[src/rtl/legv8_ctrl_pkg.sv]
// legv8_ctrl_pkg: opcodes, ALU encodings, FSM states and instruction classes
// shared by the single-cycle decoder and the multicycle sequencer.
package legv8_ctrl_pkg;
   localparam logic [5:0]  OP_B    = 6'b000101;
   localparam logic [5:0]  OP_BL   = 6'b100101;
   localparam logic [7:0]  OP_CBZ  = 8'b10110100;
   localparam logic [7:0]  OP_CBNZ = 8'b10110101;
   localparam logic [9:0]  OP_ADDI = 10'b1001000100;
   localparam logic [9:0]  OP_SUBI = 10'b1101000100;
   localparam logic [9:0]  OP_ANDI = 10'b1001001000;
   localparam logic [9:0]  OP_ORRI = 10'b1011001000;
   localparam logic [10:0] OP_ADD  = 11'b10001011000;
   localparam logic [10:0] OP_SUB  = 11'b11001011000;
   localparam logic [10:0] OP_AND  = 11'b10001010000;
   localparam logic [10:0] OP_ORR  = 11'b10101010000;
   localparam logic [10:0] OP_LDUR = 11'b11111000010;
   localparam logic [10:0] OP_STUR = 11'b11111000000;
   localparam logic [10:0] OP_BR   = 11'b11010110000;
   localparam logic [10:0] OP_HALT = 11'b11111111111;

   localparam logic [3:0] ALU_AND   = 4'd0;
   localparam logic [3:0] ALU_ORR   = 4'd1;
   localparam logic [3:0] ALU_ADD   = 4'd2;
   localparam logic [3:0] ALU_SUB   = 4'd6;
   localparam logic [3:0] ALU_PASSB = 4'd7;

   localparam logic [1:0] SRCB_REG  = 2'd0;
   localparam logic [1:0] SRCB_FOUR = 2'd1;
   localparam logic [1:0] SRCB_IMM  = 2'd2;

   localparam logic [1:0] PC_PLUS4  = 2'd0;
   localparam logic [1:0] PC_BRANCH = 2'd1;
   localparam logic [1:0] PC_REG    = 2'd2;

   typedef enum logic [2:0] {FETCH, DECODE, EXEC, MEM, WB, HALTED, FAULT} state_t;

   typedef enum logic [3:0] {
      CL_NOP, CL_R, CL_I, CL_LDUR, CL_STUR, CL_CBZ, CL_CBNZ, CL_B, CL_BL, CL_BR, CL_HALT
   } instr_class_t;

   // Shorter opcodes win, so a B/BL/CB prefix is never shadowed by a longer field.
   function automatic instr_class_t decode_class(input logic [10:0] op);
      if (op[10:5] == OP_B) decode_class = CL_B;
      else if (op[10:5] == OP_BL) decode_class = CL_BL;
      else if (op[10:3] == OP_CBZ) decode_class = CL_CBZ;
      else if (op[10:3] == OP_CBNZ) decode_class = CL_CBNZ;
      else if (op[10:1] inside {OP_ADDI, OP_SUBI, OP_ANDI, OP_ORRI}) decode_class = CL_I;
      else if (op inside {OP_ADD, OP_SUB, OP_AND, OP_ORR}) decode_class = CL_R;
      else if (op == OP_LDUR) decode_class = CL_LDUR;
      else if (op == OP_STUR) decode_class = CL_STUR;
      else if (op == OP_BR) decode_class = CL_BR;
      else if (op == OP_HALT) decode_class = CL_HALT;
      else decode_class = CL_NOP;
   endfunction
endpackage

[src/rtl/legv8_ctrl_decode.sv]
// legv8_ctrl_decode: combinational opcode to class, ALU operation and ALU B-source lookup.
module legv8_ctrl_decode
   import legv8_ctrl_pkg::*;
(
   input  logic [10:0]  op,
   output instr_class_t cls,
   output logic [3:0]   alu_op,
   output logic [1:0]   alu_src_b
);
   always_comb begin
      cls = decode_class(op);
      alu_op = (cls == CL_CBZ || cls == CL_CBNZ) ? ALU_PASSB :
               cls == CL_R ? (op == OP_SUB ? ALU_SUB : op == OP_AND ? ALU_AND : op == OP_ORR ? ALU_ORR : ALU_ADD) :
               cls == CL_I ? (op[10:1] == OP_SUBI ? ALU_SUB : op[10:1] == OP_ANDI ? ALU_AND :
                              op[10:1] == OP_ORRI ? ALU_ORR : ALU_ADD) :
               ALU_ADD;
      alu_src_b = (cls == CL_I || cls == CL_LDUR || cls == CL_STUR) ? SRCB_IMM : SRCB_REG;
   end
endmodule

[src/rtl/legv8_multicycle_ctrl.sv]
// legv8_multicycle_ctrl: FETCH/DECODE/EXEC/MEM/WB sequencer with memory-wait timeout.
// Optional CTRL_PERF_EN adds cycle and retired-instruction counters.
module legv8_multicycle_ctrl
   import legv8_ctrl_pkg::*;
#(
   parameter int INST_WIDTH   = 32,
   parameter int ALU_OP_WIDTH = 4,
   parameter int MEM_TIMEOUT  = 255,
   parameter int PERF_WIDTH   = 32
) (
   input  logic                    clk,
   input  logic                    rst,
   input  logic [INST_WIDTH-1:0]   instr_in,
   input  logic                    zero_flag_in,
   input  logic                    mem_ready_in,
   output logic                    mem_read_out,
   output logic                    mem_write_out,
   output logic                    i_or_d_out,
   output logic                    ir_write_out,
   output logic                    pc_write_out,
   output logic [1:0]              pc_src_out,
   output logic                    reg_write_out,
   output logic                    mem_to_reg_out,
   output logic                    link_out,
   output logic [1:0]              alu_src_b_out,
   output logic [ALU_OP_WIDTH-1:0] alu_op_out,
   output logic [2:0]              state_out,
   output logic                    halted_out,
   output logic                    fault_out
`ifdef CTRL_PERF_EN
   ,
   output logic [PERF_WIDTH-1:0]   cycle_count_out,
   output logic [PERF_WIDTH-1:0]   instr_count_out
`endif
);
   localparam int CW = $clog2(MEM_TIMEOUT + 1);

   state_t       state, nxt;
   instr_class_t dec_cls, cls;
   logic [3:0]   dec_alu, op_q;
   logic [1:0]   dec_srcb, srcb_q;
   logic [CW-1:0] wait_cnt;
   logic         waiting, timeout, unused_low;

   assign unused_low = ^instr_in[INST_WIDTH-12:0];

   legv8_ctrl_decode u_dec (
      .op        (instr_in[INST_WIDTH-1 -: 11]),
      .cls       (dec_cls),
      .alu_op    (dec_alu),
      .alu_src_b (dec_srcb)
   );

   // A ready in the limit cycle still completes the access.
   assign waiting = (state == FETCH || state == MEM) && !mem_ready_in;
   assign timeout = waiting && wait_cnt == CW'(MEM_TIMEOUT - 1);

   always_ff @(posedge clk) begin
      if (rst) begin
         state <= FETCH;
         wait_cnt <= '0;
         cls <= CL_NOP;
         op_q <= '0;
         srcb_q <= '0;
      end else begin
         state <= nxt;
         wait_cnt <= waiting ? wait_cnt + 1'b1 : '0;
         if (state == DECODE) begin
            cls <= dec_cls;
            op_q <= dec_alu;
            srcb_q <= dec_srcb;
         end
      end
   end

   always_comb begin
      nxt = state;
      mem_read_out = 1'b0;
      mem_write_out = 1'b0;
      i_or_d_out = 1'b0;
      ir_write_out = 1'b0;
      pc_write_out = 1'b0;
      pc_src_out = PC_PLUS4;
      reg_write_out = 1'b0;
      mem_to_reg_out = 1'b0;
      link_out = 1'b0;
      alu_src_b_out = SRCB_REG;
      alu_op_out = '0;
      state_out = '0;
      halted_out = 1'b0;
      fault_out = 1'b0;
      if (!rst) begin
         case (state)
            FETCH: begin
               nxt = mem_ready_in ? DECODE : timeout ? FAULT : FETCH;
               mem_read_out = 1'b1;
               ir_write_out = mem_ready_in;
               pc_write_out = mem_ready_in;
               alu_src_b_out = SRCB_FOUR;
               alu_op_out = ALU_OP_WIDTH'(ALU_ADD);
            end
            DECODE: begin
               nxt = dec_cls == CL_HALT ? HALTED :
                     dec_cls inside {CL_R, CL_I, CL_LDUR, CL_STUR, CL_CBZ, CL_CBNZ} ? EXEC : FETCH;
               pc_write_out = dec_cls inside {CL_B, CL_BL, CL_BR};
               pc_src_out = dec_cls == CL_BR ? PC_REG : dec_cls inside {CL_B, CL_BL} ? PC_BRANCH : PC_PLUS4;
               reg_write_out = dec_cls == CL_BL;
               link_out = dec_cls == CL_BL;
            end
            EXEC: begin
               nxt = cls inside {CL_LDUR, CL_STUR} ? MEM : cls inside {CL_R, CL_I} ? WB : FETCH;
               alu_op_out = ALU_OP_WIDTH'(op_q);
               alu_src_b_out = srcb_q;
               pc_write_out = (cls == CL_CBZ && zero_flag_in) || (cls == CL_CBNZ && !zero_flag_in);
               pc_src_out = cls inside {CL_CBZ, CL_CBNZ} ? PC_BRANCH : PC_PLUS4;
            end
            MEM: begin
               nxt = mem_ready_in ? FETCH : timeout ? FAULT : MEM;
               i_or_d_out = 1'b1;
               mem_read_out = cls == CL_LDUR;
               mem_write_out = cls == CL_STUR;
               reg_write_out = mem_ready_in && cls == CL_LDUR;
               mem_to_reg_out = mem_ready_in && cls == CL_LDUR;
            end
            WB: begin
               nxt = FETCH;
               reg_write_out = 1'b1;
            end
            default: ;
         endcase
         state_out = state;
         halted_out = state == HALTED;
         fault_out = state == FAULT;
      end
   end

`ifdef CTRL_PERF_EN
   logic [PERF_WIDTH-1:0] cyc_q, ins_q;

   always_ff @(posedge clk) begin
      if (rst) begin
         cyc_q <= '0;
         ins_q <= '0;
      end else begin
         if (state != HALTED && state != FAULT) cyc_q <= cyc_q + 1'b1;
         if (state != FETCH && nxt == FETCH) ins_q <= ins_q + 1'b1;
      end
   end

   assign cycle_count_out = rst ? '0 : cyc_q;
   assign instr_count_out = rst ? '0 : ins_q;
`else
   localparam int unused_perf_width = PERF_WIDTH;
`endif
endmodule

[config.mk]
export PLATFORM = sky130hd
export DESIGN_NAME = legv8_multicycle_ctrl
export DESIGN_NICKNAME = d
export VERILOG_FILES = /design/src/rtl/legv8_ctrl_pkg.sv /design/src/rtl/legv8_ctrl_decode.sv /design/src/rtl/legv8_multicycle_ctrl.sv
export SDC_FILE = /design/constraint.sdc
export NUM_CORES = 1
export LEC_CHECK = 0
export CORE_MARGIN = 5
export CORE_UTILIZATION = 35
export DETAILED_ROUTE_END_ITERATION = 10
export PLACE_DENSITY = 0.65
export SLEW_MARGIN = 10
export SYNTH_ARGS = -nofsm -noshare
export SYNTH_HDL_FRONTEND = slang
export SYNTH_SLANG_ARGS = --single-unit
[constraint.sdc]
create_clock -name clk -period 3.39 [get_ports clk]
set_input_delay 0.5085 -clock clk [delete_from_list [all_inputs] [get_ports clk]]
set_output_delay 0.5085 -clock clk [all_outputs]
set_load 0.02 [all_outputs]
### Word level (Yosys, flattened, before mapping)

Cells that the tools add are included.

| storage, ports and cells | value |
|---|---|
| bits in registers | 21 |
| input port bits | 36 |
| output and inout bits | 21 |

| operators by class | value |
|---|---|
| bitwise gates (word level) | 1 |
| eq/ne operators | 39 |
| add/sub/neg operators | 1 |
| mux-type cells | 57 |
| reductions and logical operators | 23 |

Operators by type and width:

| kind | number |
|---|---|
| $eq 11x11->1 const B | 8 |
| $mux 4 | 18 |
| $eq 10x10->1 const B | 4 |
| $eq 4x3->1 const B | 7 |
| $eq 8x8->1 const B | 3 |
| $mux 3 | 8 |
| $mux 1 | 17 |
| $eq 4x2->1 const B | 4 |
| $pmux 3 s5 | 1 |
| $mux 2 | 7 |
| $eq 4x4->1 const B | 3 |
| $eq 3x3->1 const B | 3 |
| $add 8x1->8 const B | 1 |
| $eq 4x1->1 const B | 2 |
| $pmux 2 s2 | 2 |
| $pmux 4 s2 | 1 |
| $reduce_bool 2->1 | 4 |
| $reduce_bool 4->1 | 2 |
| $eq 3x2->1 const B | 2 |
| $eq 6x3->1 const B | 1 |
| $eq 6x6->1 const B | 1 |
| $pmux 1 s3 | 2 |
| $reduce_bool 6->1 | 1 |
| $logic_and 1x1->1 | 5 |
| 9 further kinds | 14 |

### Depth between registers and ports, before layout

| depth | value |
|---|---|
| word-level depth | 17 |
| gate-level depth with buffers | 6 |

### Hierarchy

Synthesis repeated with hierarchy kept, for this count alone.

| unflattened totals | value |
|---|---|
| cell total of the unflattened synthesis | 220 |
| area, all modules | 1556.5 um^2 |

Modules (own cells, without submodules):

| module | instances | sequential area each (um^2) | area each (um^2) | cells each |
|---|---|---|---|---|
| legv8_multicycle_ctrl | 1 | 420.4 | 1224.9 | 163 |
| legv8_ctrl_decode | 1 | 0.0 | 331.6 | 57 |

### Worst setup path after synthesis

Ideal clock, no wire load.

| timing path | value |
|---|---|
| path type | input to output |
| start point | input rst |
| end point | output ir_write_out |
| setup slack | 1.079 ns |
| buffers on the path | 1 |
| required time | 2.882 ns |
| stages on the path | 3 |
| arrival | 1.802 ns |
| cells stage by stage | buf_1 -> nor4_1 -> and2_1 |

| on the way | value |
|---|---|
| longest elaborated chain between the ends | 1 |

Ends and longest elaborated chain:

| element | RTL line | source |
|---|---|---|
| from (decl) | legv8_multicycle_ctrl.sv:12 | `input logic rst,` |
| $mux 1 | legv8_multicycle_ctrl.sv:92 | `if (!rst) begin` |
| to (decl) | legv8_multicycle_ctrl.sv:19 | `output logic ir_write_out,` |

Every way passes these cells.

### Worst setup path in the final report

| timing path | value |
|---|---|
| start point | input instr_in[27] |
| end point | output link_out |

| on the way | value |
|---|---|
| longest elaborated chain between the ends | 14 |
| elaborated cells between the ends (all ways) | 31 |
| those cells by class | eq/ne: 17; mux: 12; reduce/logical: 2 |

Ends and longest elaborated chain:

| element | RTL line | source |
|---|---|---|
| from (decl) | legv8_multicycle_ctrl.sv:13 | `input logic [INST_WIDTH-1:0] instr_in,` |
| $eq 11x11->1 | legv8_ctrl_pkg.sv:52 | `else if (op == OP_HALT) decode_class = CL_HALT;` |
| $mux 4 | legv8_ctrl_pkg.sv:52 |  |
| $mux 4 | legv8_ctrl_pkg.sv:51 | `else if (op == OP_BR) decode_class = CL_BR;` |
| $mux 4 | legv8_ctrl_pkg.sv:50 | `else if (op == OP_STUR) decode_class = CL_STUR;` |
| $mux 4 | legv8_ctrl_pkg.sv:49 | `else if (op == OP_LDUR) decode_class = CL_LDUR;` |
| $mux 4 | legv8_ctrl_pkg.sv:48 | `else if (op inside {OP_ADD, OP_SUB, OP_AND, OP_ORR}) decode_class = CL_R;` |
| $mux 4 | legv8_ctrl_pkg.sv:47 | `else if (op[10:1] inside {OP_ADDI, OP_SUBI, OP_ANDI, OP_ORRI}) decode_class = CL_I;` |
| $mux 4 | legv8_ctrl_pkg.sv:46 | `else if (op[10:3] == OP_CBNZ) decode_class = CL_CBNZ;` |
| $mux 4 | legv8_ctrl_pkg.sv:45 | `else if (op[10:3] == OP_CBZ) decode_class = CL_CBZ;` |
| $mux 4 | legv8_ctrl_pkg.sv:44 | `else if (op[10:5] == OP_BL) decode_class = CL_BL;` |
| $mux 4 (*) | legv8_ctrl_pkg.sv:43 | `if (op[10:5] == OP_B) decode_class = CL_B;` |
| $eq 4x4->1 (*) | legv8_multicycle_ctrl.sv:108 | `link_out = dec_cls == CL_BL;` |
| $mux 1 (*) | legv8_multicycle_ctrl.sv:93 | `case (state)` |
| $mux 1 (*) | legv8_multicycle_ctrl.sv:92 |  |
| to (decl) | legv8_multicycle_ctrl.sv:24 | `output logic link_out,` |

Mark *: on every way between the ends. The rest lies on a longest branch, timed or not.

==> flow_metrics.tcl <==
set metrics [dict create \
    finalMaxSlewViolations 0 \
    critical_path_class "in2out" \
    netlist_instances 195 \
    syn-num-nets 233 \
    layout.cells.most_common "clkdlybuf4s50_1" \
    fmax_mhz 313 \
    cp_max_fo 7 \
    cp.arrival_ps 2690 \
    totalWireLength_mm 3.81 \
    path_common_cell "clkdlybuf4s50_1" \
    crit_chain "clkdlybuf4s50_1 -> and4bb_4 -> and3_1 -> nand2_1 -> nor3_1 -> clkdlybuf4s50_1" \
    portBuffers 34 \
    post-place-cells 277 \
    grt_antenna_before_repair 0 \
    grt_pass1_vias 1455 \
    rsz0062_at_grt "no" \
    grt_max_degree 20 \
    power.leakage_nw 0.762 \
    post_cts_buffers 0 \
    finalSetupViolCount 0 \
    ys_ff_latch 19 \
    drv_cap 0 \
    final.fill_count 439 \
    grt_overflow 0 \
    wire_per_inst_um 13.6 \
    cts_root_buffer "clkbuf_8" \
    outcome "finished clean" \
    fp.dieW_um 76.0 \
    area_growth_pct 31.0 \
    drt_iter0_drc 135 \
    final_cells 281 \
    synth-edff-count 0 \
    multi_input_area_um2 1080 \
    stdcell_area_um2 1990 \
    diodes 0 \
    tns_ps 0 \
    yosysSeqAreaShare 0.250 \
    grt_usage 0.127 \
    yosysUniqueCellTypes 53 \
    cp_slowest_cell "clkdlybuf4s50_1" \
    cts.sinks 19 \
    dieArea_um2 5770 \
    netlist_area_um2 1520 \
    period_share 0.943 \
    synth-async-reset-ratio 0 \
    core_um2 4290 \
    layout.area.seq_um2 380 \
    dp_hpwl_mm 2.99 \
    io_pins 57 \
    num_vias 1543 \
    drcViolationCount 0 \
    rows 24 \
    whs_ps 464 \
    numCtsBuffers 3 \
    critPathLaunchType "input pin" \
    vdd_drop_max_mv 0.133 \
    cts_tree "yes" \
    end_kind "primary output" \
    p_per_area_nw_per_um2 262 \
    insertion_delay_ps 260 \
    via_per_inst 5.49 \
    grt_pass1_wl_mm 6.37 \
    gp_congestion 0.857 \
    start_util 0.355 \
    dpl_cell_area_um2 1940 \
    die_h_um 76.0 \
    synth_ff_type "dfxtp_1" \
    skew_ps 6.53 \
    clk_pin_slew_ps 80 \
    dr.pass1.iters 4 \
    cp_data_required_time_ps 2880 \
    yosys_warnings 0 \
    layout_common_cells "clkdlybuf4s50_1, nor2_1, dfxtp_1" \
    drive_above_1_share 0.109 \
    ant_nets 0 \
    avgSynthCellArea_um2 7.81 \
    min_path_type "reg2reg" \
    nets 268 \
    slowest_delay_ps 660 \
    clock_path_buffers 2 \
    hold_viol 0 \
    min_period_ps 3200 \
    h-tree-depth 1 \
]
==> timing repair <==
item	CTS	global route
setup endpoints to repair	0	1
gates resized for setup	0	1
hold buffers	0	0
==> report_power, final <==
group / internal [mW] / switching [mW]
Combinational: 0.0557 / 0.0624
Sequential: 0.232 / 0.0105
Clock: 0.0828 / 0.0787
Total: 0.370 / 0.152
==> worst paths after layout <==
check | from | to | slack [ps] | cells past startpoint
worst max-delay path | instr_in[27] | link_out | 190 | 6
worst min-delay path | op_q[1] | op_q[1] | 460 | 2
worst max register to register | state[0] | state[1] | 1590 | 5
worst min register to register | op_q[1] | op_q[1] | 460 | 2
==> cells by family (layout without fill, tap and decap cells) <==
family          Yosys count  in the layout  share of synthesized area
xor+xnor                  8              8                     0.0460
flops                    19             19                      0.250
simple gates            111            111                      0.437
compound gates           38             38                      0.204
buf+inv                  16             50                     0.0444
other cells               1              1                    0.00246
fa+ha+maj                 2              2                     0.0164
==> cells in the mapped netlist, types with 2 or more instances <==
cell type  count  area share
a31oi_1        4       0.016
o31ai_1        2      0.0099
nor3b_1        5       0.025
ha_1           2       0.016
a2bb2oi_1      2       0.012
o21ai_0        6       0.020
clkbuf_1       8       0.020
buf_2          3      0.0099
and3b_1        4       0.023
nand3b_1       2      0.0099
nand4_1        5       0.021
a21oi_1        3      0.0099
and3_1         7       0.029
nor3_1        15       0.049
a21o_1         3       0.015
a211oi_1       5       0.025
nor2_1        22       0.054
and2_1         3       0.012
a41oi_1        2       0.012
nand2b_1       4       0.016
and4_1         3       0.017
nand3_1        8       0.026
xor2_1         7       0.040
dfxtp_1       19        0.25
nor2b_1        9       0.037
nand2_1       13       0.032
inv_1          3      0.0074
==> metal layers <==
metal / vias to the layer above / track usage / share of wire
met1: 699 / 0.158 / 0.46
met3: 6 / 0.0213 / 0.058
met5: - / 0 / 0
met2: 52 / 0.218 / 0.47
li1: 786 / - / -
met4: 0 / 0.0445 / 0.013
==> through the flow <==
step / utilization / power (mW) / setup slack [ps]
global placement: 0.452 / 0.364 / 159
floorplan: - / 0.312 / 1080
detailed placement: 0.452 / 0.365 / 155
finish: 0.464 / 0.522 / 192
CTS: 0.463 / 0.527 / 135
global route: 0.464 / 0.549 / 24.3
==> flip-flops by register name, summed over array words and instances (netlist names) <==
name and flops:
op_q 3, wait_cnt 8, cls 4, state 3, srcb_q 1
==> worst max-delay path: cells and delay by family <==
kind	cells	cell delay, ps
buffers and inverters	2	1190
and+or+nand+nor	4	990
==> layout make-up <==
cell class | instances | area share
Clock buffer | 3 | 0.0207
Clock inverter | 1 | 0.00376
Inverter | 3 | 0.00565
Multi-Input combinational cell | 160 | 0.542
Sequential cell | 19 | 0.191
Tap cell | 52 | 0.0326
Timing Repair Buffer | 43 | 0.205
(Power assumes the default switching activity.)
